[config.mk]
export PLATFORM = sky130hd
export DESIGN_NAME = encoder_16x4_queue
export DESIGN_NICKNAME = d
export VERILOG_FILES = /design/src/rtl/encoder_16x4_queue.sv
export SDC_FILE = /design/constraint.sdc
export NUM_CORES = 1
export LEC_CHECK = 0
export ABC_AREA = 1
export CORE_MARGIN = 1
export CORE_UTILIZATION = 53
export CTS_CLUSTER_DIAMETER = 60
export DETAILED_ROUTE_END_ITERATION = 7
export PLACE_DENSITY_LB_ADDON = 0.1
export SLEW_MARGIN = 30
export SYNTH_ARGS = -nofsm -noshare
export SYNTH_HDL_FRONTEND = slang
export SYNTH_SLANG_ARGS = --single-unit
export TNS_END_PERCENT = 10
[constraint.sdc]
create_clock -name clk -period 2.5 [get_ports clk]
set_input_delay 0.375 -clock clk [delete_from_list [all_inputs] [get_ports clk]]
set_output_delay 0.375 -clock clk [all_outputs]
set_load 0.02 [all_outputs]
[src/rtl/encoder_16x4_queue.sv]
// Sequential 16-to-4 priority encoder: pending requests are served highest index first over valid/ready.
// Optional served-handshake counter port is enabled by defining SERVED_CNT_EN.
module encoder_16x4_queue (
    input  logic        clk,
    input  logic        rst_n,
    input  logic        load,
    input  logic [15:0] req_in,
    input  logic        ready_out,
    output logic [3:0]  code,
    output logic        valid,
    output logic        any_pending
`ifdef SERVED_CNT_EN
    ,
    output logic [7:0]  served_cnt
`endif
);

    localparam logic [1:0] ST_IDLE    = 2'd0;
    localparam logic [1:0] ST_ENCODE  = 2'd1;
    localparam logic [1:0] ST_PRESENT = 2'd2;

    logic [1:0]  r_state;
    logic [1:0]  w_state_next;
    logic [15:0] r_pending;
    logic [15:0] w_pending_next;
    logic [15:0] w_clear_mask;
    logic [15:0] w_load_mask;
    logic [3:0]  r_code;
    logic        r_valid;
    logic [3:0]  w_top_idx;
    logic        w_accept;

    assign w_accept    = (r_state == ST_PRESENT) && ready_out;
    assign w_load_mask = load ? req_in : 16'h0000;

    // Only the presented bit is cleared; a same-cycle reload of it wins via the OR below.
    genvar gi;
    generate
        for (gi = 0; gi < 16; gi++) begin : g_clear
            assign w_clear_mask[gi] = w_accept && (r_code == 4'(gi));
        end
    endgenerate

    assign w_pending_next = (r_pending & ~w_clear_mask) | w_load_mask;

    // Later iterations overwrite earlier ones, so the highest set index wins.
    always_comb begin
        w_top_idx = 4'h0;
        for (int i = 0; i < 16; i++) begin
            if (r_pending[i]) begin
                w_top_idx = 4'(i);
            end
        end
    end

    always_comb begin
        w_state_next = r_state;
        case (r_state)
            ST_IDLE: begin
                if (w_pending_next != 16'h0000) begin
                    w_state_next = ST_ENCODE;
                end
            end
            ST_ENCODE: begin
                w_state_next = ST_PRESENT;
            end
            ST_PRESENT: begin
                if (ready_out) begin
                    w_state_next = (w_pending_next != 16'h0000) ? ST_ENCODE : ST_IDLE;
                end
            end
            default: begin
                w_state_next = ST_IDLE;
            end
        endcase
    end

    always_ff @(posedge clk) begin
        if (!rst_n) begin
            r_state   <= ST_IDLE;
            r_pending <= 16'h0000;
            r_code    <= 4'h0;
            r_valid   <= 1'b0;
        end else begin
            r_state   <= w_state_next;
            r_pending <= w_pending_next;
            if (r_state == ST_ENCODE) begin
                r_code  <= w_top_idx;
                r_valid <= 1'b1;
            end else if (w_accept) begin
                r_valid <= 1'b0;
            end
        end
    end

`ifdef SERVED_CNT_EN
    logic [7:0] r_served_cnt;

    always_ff @(posedge clk) begin
        if (!rst_n) begin
            r_served_cnt <= 8'h00;
        end else if (w_accept) begin
            r_served_cnt <= r_served_cnt + 8'h01;
        end
    end

    assign served_cnt = r_served_cnt;
`endif

    assign code        = r_code;
    assign valid       = r_valid;
    assign any_pending = |r_pending;

endmodule

==> results.py, run 1 <==
metrics = {
    "synthesis": {
        "syn_inst": 181,
        "ys_types": 23,
        "synth.ff_latch_count": 23,
        "seq_area_frac_synth_pct": 38.8,
        "syn_area_um2": 1190,
        "synth_nets": 201,
        "ys.warnings.count": 0,
        "avgSynthCellArea_um2": 6.56,
    },
    "grt": {
        "antenna_found_initial": 0,
        "grt_max_degree": 17,
        "grt_first_pass_wirelength_um": 5010,
        "track_usage_pct": 27.4,
        "first_global_vias": 1147,
        "gr-total-overflow": 0,
    },
    "sta": {
        "grt_setup_unrepaired": "no",
        "finalSetupViolations": 0,
        "slew_headroom_pct": 57.2,
        "fin_ws_ps": 320,
        "fmax_mhz": 459,
        "final-hold-violation-count": 0,
        "slew_violations": 0,
        "clock_skew_ps": 4.61,
        "fin_crit_ps": 2180,
        "setup_tns_ps": 0,
        "worstMarginPinSlew_ps": 640,
        "fin_crit_sh_pct": 87.2,
    },
    "worst_setup_path": {
        "path_class": "reg2out",
        "arrival_ps": 1810,
        "setup.worst_path.end_class": "output port",
        "r2r_cells": 10,
        "worstReg2RegStart": "r_state[0]",
        "required_ps": 2120,
        "crit_chain": "nor2_1 -> nand2_1 -> nor2_1 -> nand2_1 -> clkdlybuf4s50_1",
        "critPathMaxStageDelay_ps": 540,
        "rrSetupSlack_ps": 900,
        "critical_path.slowest_cell": "clkdlybuf4s50_1",
        "r2r-end": "r_state[0]",
        "cp_max_fo": 3,
        "critPathLaunchType": "flip-flop",
    },
    "clock_network": {
        "cts_max_path_buffers": 2,
        "cts.sinks": 23,
        "path_clk_slew_ps": 120,
        "cts_root_buf": "clkbuf_4",
        "cts_setup_buffers": 0,
        "cts_resized": 0,
        "ctsHoldBuffers": 0,
        "h-tree-depth": 1,
        "numCtsBuffers": 3,
        "clk_latency_ps": 320,
        "cts_tree": "built",
    },
    "worst_hold_path": {
        "worstHoldPathType": "reg2reg",
        "hold_end": "valid",
        "worstHoldPathCells": 2,
        "hold_path_startpoint": "valid",
    },
    "placement": {
        "port_buffers": 25,
        "place_area_um2": 1450,
        "place_hpwl_um": 2360,
        "post-place-ws_ps": 434,
        "gp_congestion": 0.888,
    },
    "detailed_routing": {
        "vias": 1222,
        "drc": 0,
        "ant_nets": 0,
        "dr.pass1.iters": 4,
        "wl_per_cell_um": 12.7,
        "routed_wl_um": 2970,
        "drt_iter0_drc": 60,
        "vias_per_cell": 5.22,
    },
    "final_layout": {
        "syn2layout_area_growth_pct": 24.1,
        "diodes": 0,
        "drive_gt1_share_pct": 7.73,
        "finalInstanceArea_um2": 1470,
        "nFillCells": 186,
        "layout.nets": 228,
    },
    "die": {
        "dieWidth_um": 49.3,
        "start_util_pct": 58.1,
        "pin_count": 26,
        "dieArea_um2": 2430,
        "core_area_um2": 2040,
        "floorplan.rows": 16,
        "die_h_um": 49.3,
    },
    "power_and_ir_drop": {
        "p_leak_uw": 0.000672,
        "vdd_drop_max_mv": 0.447,
        "p_total_uw": 806,
        "cellPowerDensity_nw_per_um2": 547,
    },
    "status": {
        "status": "finished clean",
    },
    "job": {
        "drv_cap": 0,
    },
}
-- layout by cell type (no fill, tap or decap), drive strengths merged --
cell type / netlist / routed
a21oi: 12 / 12
a221oi: 1 / 1
a22oi: 3 / 3
a31oi: 6 / 6
buf: 2 / 1
clkbuf: 2 / 4
clkdlybuf4s50: 0 / 25
clkinv: 1 / 1
dfxtp: 23 / 23
inv: 32 / 32
nand2: 40 / 40
nand3: 7 / 7
nand4: 6 / 6
nor2: 35 / 35
nor4: 1 / 1
o21ai: 10 / 10
-- worst max-delay path, delay by kind of cell, from the launching register on --
| kind | cells | cell delay (ps) |
|---|---|---|
| buffers and inverters | 1 | 540 |
| DFF | 1 | 350 |
| and+or+nand+nor | 4 | 600 |
-- Yosys cell counts, drive strengths merged --
cell | number | share of area, %
nand2 | 40 | 13
nor2 | 35 | 12
inv | 32 | 10
dfxtp | 23 | 39
a21oi | 12 | 5.7
o21ai | 10 | 4.2
nand3 | 7 | 3.0
a31oi | 6 | 3.2
nand4 | 6 | 3.2
a22oi | 3 | 2.3
buf | 2 | 1.9
clkbuf | 2 | 0.74
a221oi | 1 | 0.74
clkinv | 1 | 0.32
nor4 | 1 | 0.53
-- stage by stage --
stage / hold slack, ps / cells / util (%)
after CTS: 484 / 234 / 72.2
after global routing: 528 / 234 / 72.2
final: 488 / 234 / 72.2
after floorplan: 480 / 181 / -
after global placement: 465 / 230 / 70.9
after detailed placement: 468 / 230 / 70.9
-- how the worst max path moves through the flow --
stage | from | cells after the start | endpoint | slack (ps)
final | r_pending[8] | 5 | any_pending | 320
after global routing | r_pending[10] | 5 | any_pending | 200
after CTS | r_pending[8] | 5 | any_pending | 360
after detailed placement | ready_out | 10 | r_state[0] | 430
after global placement | ready_out | 10 | r_state[0] | 460
after floorplan | code[1] | 7 | r_state[0] | 1140
-- power breakdown --
| part | total [uW] | internal, uW | switching [uW] |
|---|---|---|---|
| Clock | 174 | 62.5 | 112 |
| Combinational | 212 | 89.2 | 123 |
| Sequential | 420 | 396 | 24.2 |
-- logic make-up after synthesis --
| family | synth area share [%] |
|---|---|
| AO/OA/AOI/OAI | 16.1 |
| flip-flops | 38.8 |
| AND/OR/NAND/NOR | 32.0 |
| buffers and inverters | 13.1 |
-- registers in the layout, summed over array words and instances, names as in the netlist --
signal and count:
code 4, r_pending 16, r_state 2, valid 1
-- layer usage --
metal | global-route usage, % | wire length [um]
met1 | 34.1 | 1230
met2 | 45.7 | 1460
met3 | 3.74 | 171
met4 | 13.7 | 102
met5 | 0 | 0
-- area by class of cell --
type                            count  area (um2)  area share (%)
Inverter                           33         124            8.40
Clock buffer                        4        26.3            1.78
Multi-Input combinational cell    121         572            38.8
Sequential cell                    23         460            31.2
Tap cell                           27        33.8            2.29
Timing Repair Buffer               26         258            17.5
No activity file was read; power rests on OpenSTA's default activity.
==> run 2: changes to the inputs <==
RECOVER_POWER = 50   (was not set)
SKIP_CTS_REPAIR_TIMING = 1   (was not set)
==> run 2 against run 1 <==
Net effect: die area did not move; critical path depth is the same; total power fell by 0.38%; hold slack about the same; flip-flop and latch count is the same; first-iteration DRC count increased by 8.3%; fmax is essentially flat; largest cell class unchanged; largest power group unchanged.
==> results.py, run 2 (synthesis results as in run 1) <==
metrics = {
    "job": {
        "drv_cap": 0,
    },
    "detailed_routing": {
        "routed_wl_um": 2980,
        "drt_iter0_drc": 65,
        "ant_nets": 0,
        "vias_per_cell": 5.24,
        "wl_per_cell_um": 12.8,
        "vias": 1225,
        "drc": 0,
        "dr.pass1.iters": 4,
    },
    "placement": {
        "port_buffers": 25,
        "place_hpwl_um": 2360,
        "post-place-ws_ps": 434,
        "gp_congestion": 0.888,
        "place_area_um2": 1450,
    },
    "final_layout": {
        "mostFrequentLayoutCells": "nand2_1, nor2_1, inv_1, dfxtp_1, clkdlybuf4s50_1",
        "finalInstanceArea_um2": 1460,
        "layout.nets": 228,
        "nFillCells": 190,
        "syn2layout_area_growth_pct": 23.2,
        "top_register": "r_pending",
        "diodes": 0,
        "largest_reg_flops": 16,
        "final_common_cell": "nand2_1",
        "drive_gt1_share_pct": 6.28,
    },
    "clock_network": {
        "h-tree-depth": 1,
        "cts.sinks": 23,
        "path_clk_slew_ps": 120,
        "cts_tree": "built",
        "clk_latency_ps": 320,
        "numCtsBuffers": 3,
        "cts_max_path_buffers": 2,
        "cts_root_buf": "clkbuf_4",
    },
    "sta": {
        "slew_headroom_pct": 53.7,
        "finalSetupViolations": 0,
        "slew_violations": 0,
        "final-hold-violation-count": 0,
        "grt_setup_unrepaired": "no",
        "fin_ws_ps": 318,
        "fin_crit_sh_pct": 87.3,
        "fin_crit_ps": 2180,
        "clock_skew_ps": 5.11,
        "fmax_mhz": 458,
        "setup_tns_ps": 0,
        "worstMarginPinSlew_ps": 692,
    },
    "worst_setup_path": {
        "path_class": "reg2out",
        "setup.worst_path.end_class": "output port",
        "critPathLaunchType": "flip-flop",
        "required_ps": 2120,
        "arrival_ps": 1810,
        "cp_max_fo": 3,
    },
    "grt": {
        "antenna_found_initial": 0,
        "grt_first_pass_wirelength_um": 5010,
        "track_usage_pct": 27.4,
        "gr-total-overflow": 0,
        "first_global_vias": 1147,
        "grt_max_degree": 17,
    },
    "power_and_ir_drop": {
        "p_leak_uw": 0.000670,
        "clkPwrFrac_pct": 21.7,
        "cellPowerDensity_nw_per_um2": 549,
        "power_switching_uw": 258,
        "switching_share_pct": 32.1,
        "p_comb_share_pct": 26.0,
        "seqPwrFrac_pct": 52.3,
        "p_total_uw": 803,
        "vdd_drop_max_mv": 0.447,
        "p_int_uw": 545,
    },
    "die": {
        "dieWidth_um": 49.3,
        "core_area_um2": 2040,
        "die_h_um": 49.3,
        "dieArea_um2": 2430,
        "floorplan.rows": 16,
        "pin_count": 26,
        "start_util_pct": 58.1,
    },
    "worst_hold_path": {
        "worstHoldPathType": "reg2reg",
    },
    "status": {
        "status": "finished clean",
    },
}
[run 2: changes by cell type in the layout (fill, tap and decap cells not counted), sizes merged]
cell and change:
clkdlybuf4s50 -2, buf -1, dlygate4sd3 +2, clkbuf +1
[run 2: per-layer routing]
layer	wire length (um)	global-route usage [%]	vias to the layer above
met5	0	0	-
met4	104	13.7	0
met3	166	3.74	13
met2	1480	45.7	49
met1	1240	34.1	541
li1	-	-	622
[run 2: final timing paths]
path	from	to	slack, ps	cells after the start
hold reg to reg	valid	valid	490	2
hold / removal	valid	valid	490	2
setup reg to reg	r_state[0]	r_state[0]	450	10
setup / recovery	r_pending[10]	any_pending	320	5
[run 2: power by group through the flow]
stage                     Clock (uW)  Combinational, uW  Sequential (uW)
after detailed placement           0                209              427
after global placement             0                204              426
after CTS                        172                211              419
after global routing             193                233              423
final                            174                209              420
after floorplan                    0                123              432
[run 2: worst max-delay path: stages (launching register included)]
cell and delay, ps:
dfxtp_1 340, nor2_1 200, nand2_1 100, nor2_1 210
nand2_1 100, clkdlybuf4s50_1 540
[run 2: cell type report]
class                      instances  area (um2)  area share [%]
clock buffer                       4        26.3            1.80
inverter                          33         124            8.47
multi-input combinational        121         564            38.6
sequential                        23         460            31.5
tap                               27        33.8            2.31
timing repair buffer              26         254            17.4
[run 2: stage by stage]
stage / std cells / utilization (%) / hold slack, ps
after CTS: 234 / 72.2 / 484
after global routing: 234 / 71.6 / 528
after global placement: 230 / 70.9 / 465
after floorplan: 181 / - / 480
final: 234 / 71.6 / 488
after detailed placement: 230 / 70.9 / 468
==> run 3: changes to the inputs <==
PLACE_DENSITY = 0.83   (was not set)
PLACE_DENSITY_LB_ADDON = not set   (was 0.1)
==> run 3 against run 2 <==
Net effect: wire length about the same; clock skew is 1.2 ps lower; global-route usage decreased by 1.3 points; combinational power is essentially flat; fmax decreased by 3.4%; largest power group unchanged.
==> results.py, run 3 (synthesis results as in run 1) <==
metrics = {
    "worst_setup_path": {
        "arrival_ps": 2490,
        "path_class": "in2reg",
        "critPathLaunchType": "input port",
        "r2r_cells": 10,
        "required_ps": 2730,
        "setup.worst_path.end_class": "flip-flop",
        "worstReg2RegStart": "r_state[0]",
        "cp_max_fo": 11,
        "r2r-end": "r_state[0]",
        "rrSetupSlack_ps": 430,
    },
    "final_layout": {
        "syn2layout_area_growth_pct": 23.4,
        "diodes": 0,
        "mostFrequentLayoutCells": "nand2_1, nor2_1, inv_1, dfxtp_1, clkdlybuf4s50_1",
        "drive_gt1_share_pct": 7.25,
        "final_common_cell": "nand2_1",
        "largest_reg_flops": 16,
        "layout.nets": 228,
        "final_core_util_pct": 71.8,
        "final_cell_count_no_fill": 234,
        "top_register": "r_pending",
    },
    "detailed_routing": {
        "vias_per_cell": 5.37,
        "vias": 1256,
        "drt_iter0_drc": 55,
        "ant_nets": 0,
        "routed_wl_um": 2990,
        "dr.pass1.iters": 5,
        "wl_per_cell_um": 12.8,
        "drc": 0,
    },
    "clock_network": {
        "path_clk_slew_ps": 130,
        "h-tree-depth": 1,
        "clk_latency_ps": 320,
        "numCtsBuffers": 3,
        "cts_max_path_buffers": 2,
        "cts.sinks": 23,
        "cts_root_buf": "clkbuf_4",
        "cts_tree": "built",
    },
    "sta": {
        "hold_slack_ps": 497,
        "final-hold-violation-count": 0,
        "fin_crit_ps": 2260,
        "clock_skew_ps": 3.88,
        "fmax_mhz": 443,
        "grt_setup_unrepaired": "no",
        "worstMarginPinSlew_ps": 772,
        "setup_tns_ps": 0,
        "fin_crit_sh_pct": 90.4,
        "finalSetupViolations": 0,
        "slew_headroom_pct": 48.3,
        "slew_violations": 0,
    },
    "die": {
        "core_area_um2": 2040,
        "die_h_um": 49.3,
        "start_util_pct": 58.1,
        "dieArea_um2": 2430,
        "floorplan.rows": 16,
        "pin_count": 26,
        "dieWidth_um": 49.3,
    },
    "grt": {
        "grt_first_pass_wirelength_um": 4860,
        "antenna_found_initial": 0,
        "gr-total-overflow": 0,
        "track_usage_pct": 26.1,
        "grt_max_degree": 17,
        "first_global_vias": 1167,
    },
    "placement": {
        "dp.cells": 230,
        "gp_congestion": 0.896,
        "place_hpwl_um": 2220,
        "port_buffers": 25,
    },
    "worst_hold_path": {
        "worstHoldPathCells": 2,
        "worstHoldPathType": "reg2reg",
        "hold_path_startpoint": "valid",
        "hold_end": "valid",
    },
    "power_and_ir_drop": {
        "vdd_drop_max_mv": 0.437,
        "p_leak_uw": 0.000676,
        "cellPowerDensity_nw_per_um2": 554,
    },
    "job": {
        "drv_cap": 0,
    },
    "status": {
        "status": "finished clean",
    },
}
## run 3: cell type report
class                           instances  area (um2)
Clock buffer                            3        22.5
Fill cell                             185         577
Clock inverter                          1        5.00
Timing Repair Buffer                   26         258
Multi-Input combinational cell        121         562
Tap cell                               27        33.8
Inverter                               33         124
Sequential cell                        23         460
## run 3: where the power goes
group,leakage [uW],switching [uW],internal [uW]
logic,0.000467,122,88.1
clock network,0.0000177,122,60.1
registers,0.000191,23.9,396
## run 3: worst max-delay path by stage
stage	end	start	depth (start not counted)
2_1_floorplan	r_state[0]	code[1]	7
3_3_place_gp	r_state[0]	ready_out	10
3_5_place_dp	r_state[0]	ready_out	10
4_1_cts	any_pending	r_pending[4]	5
5_1_grt	r_state[0]	ready_out	10
6_report	r_state[0]	ready_out	10
## run 3: per-stage QoR
stage / setup WS, ps / total power (uW) / area [um2]
6_report: 241 / 812 / 1470
5_1_grt: 72.3 / 849 / 1470
4_1_cts: 306 / 809 / 1480
3_5_place_dp: 406 / 635 / 1450
3_3_place_gp: 532 / 630 / 1450
2_1_floorplan: 1140 / 555 / 1190
## run 3: per-layer routing
metal	up-vias	part of all wire (%)	GRT usage, %
met4	0	1.5	11.3
li1	625	-	-
met3	9	7.2	4.36
met1	566	43	30.7
met5	-	0	0
met2	56	49	45.9
## run 3: worst max-delay path: stages
cell and delay, ps:
dlygate4sd3_1 520, inv_1 60, nor2_1 600, nand3_1 270, o21ai_0 220, nand2_1 70, inv_1 70, nand4_1 90
nor2_1 130, a21oi_1 70
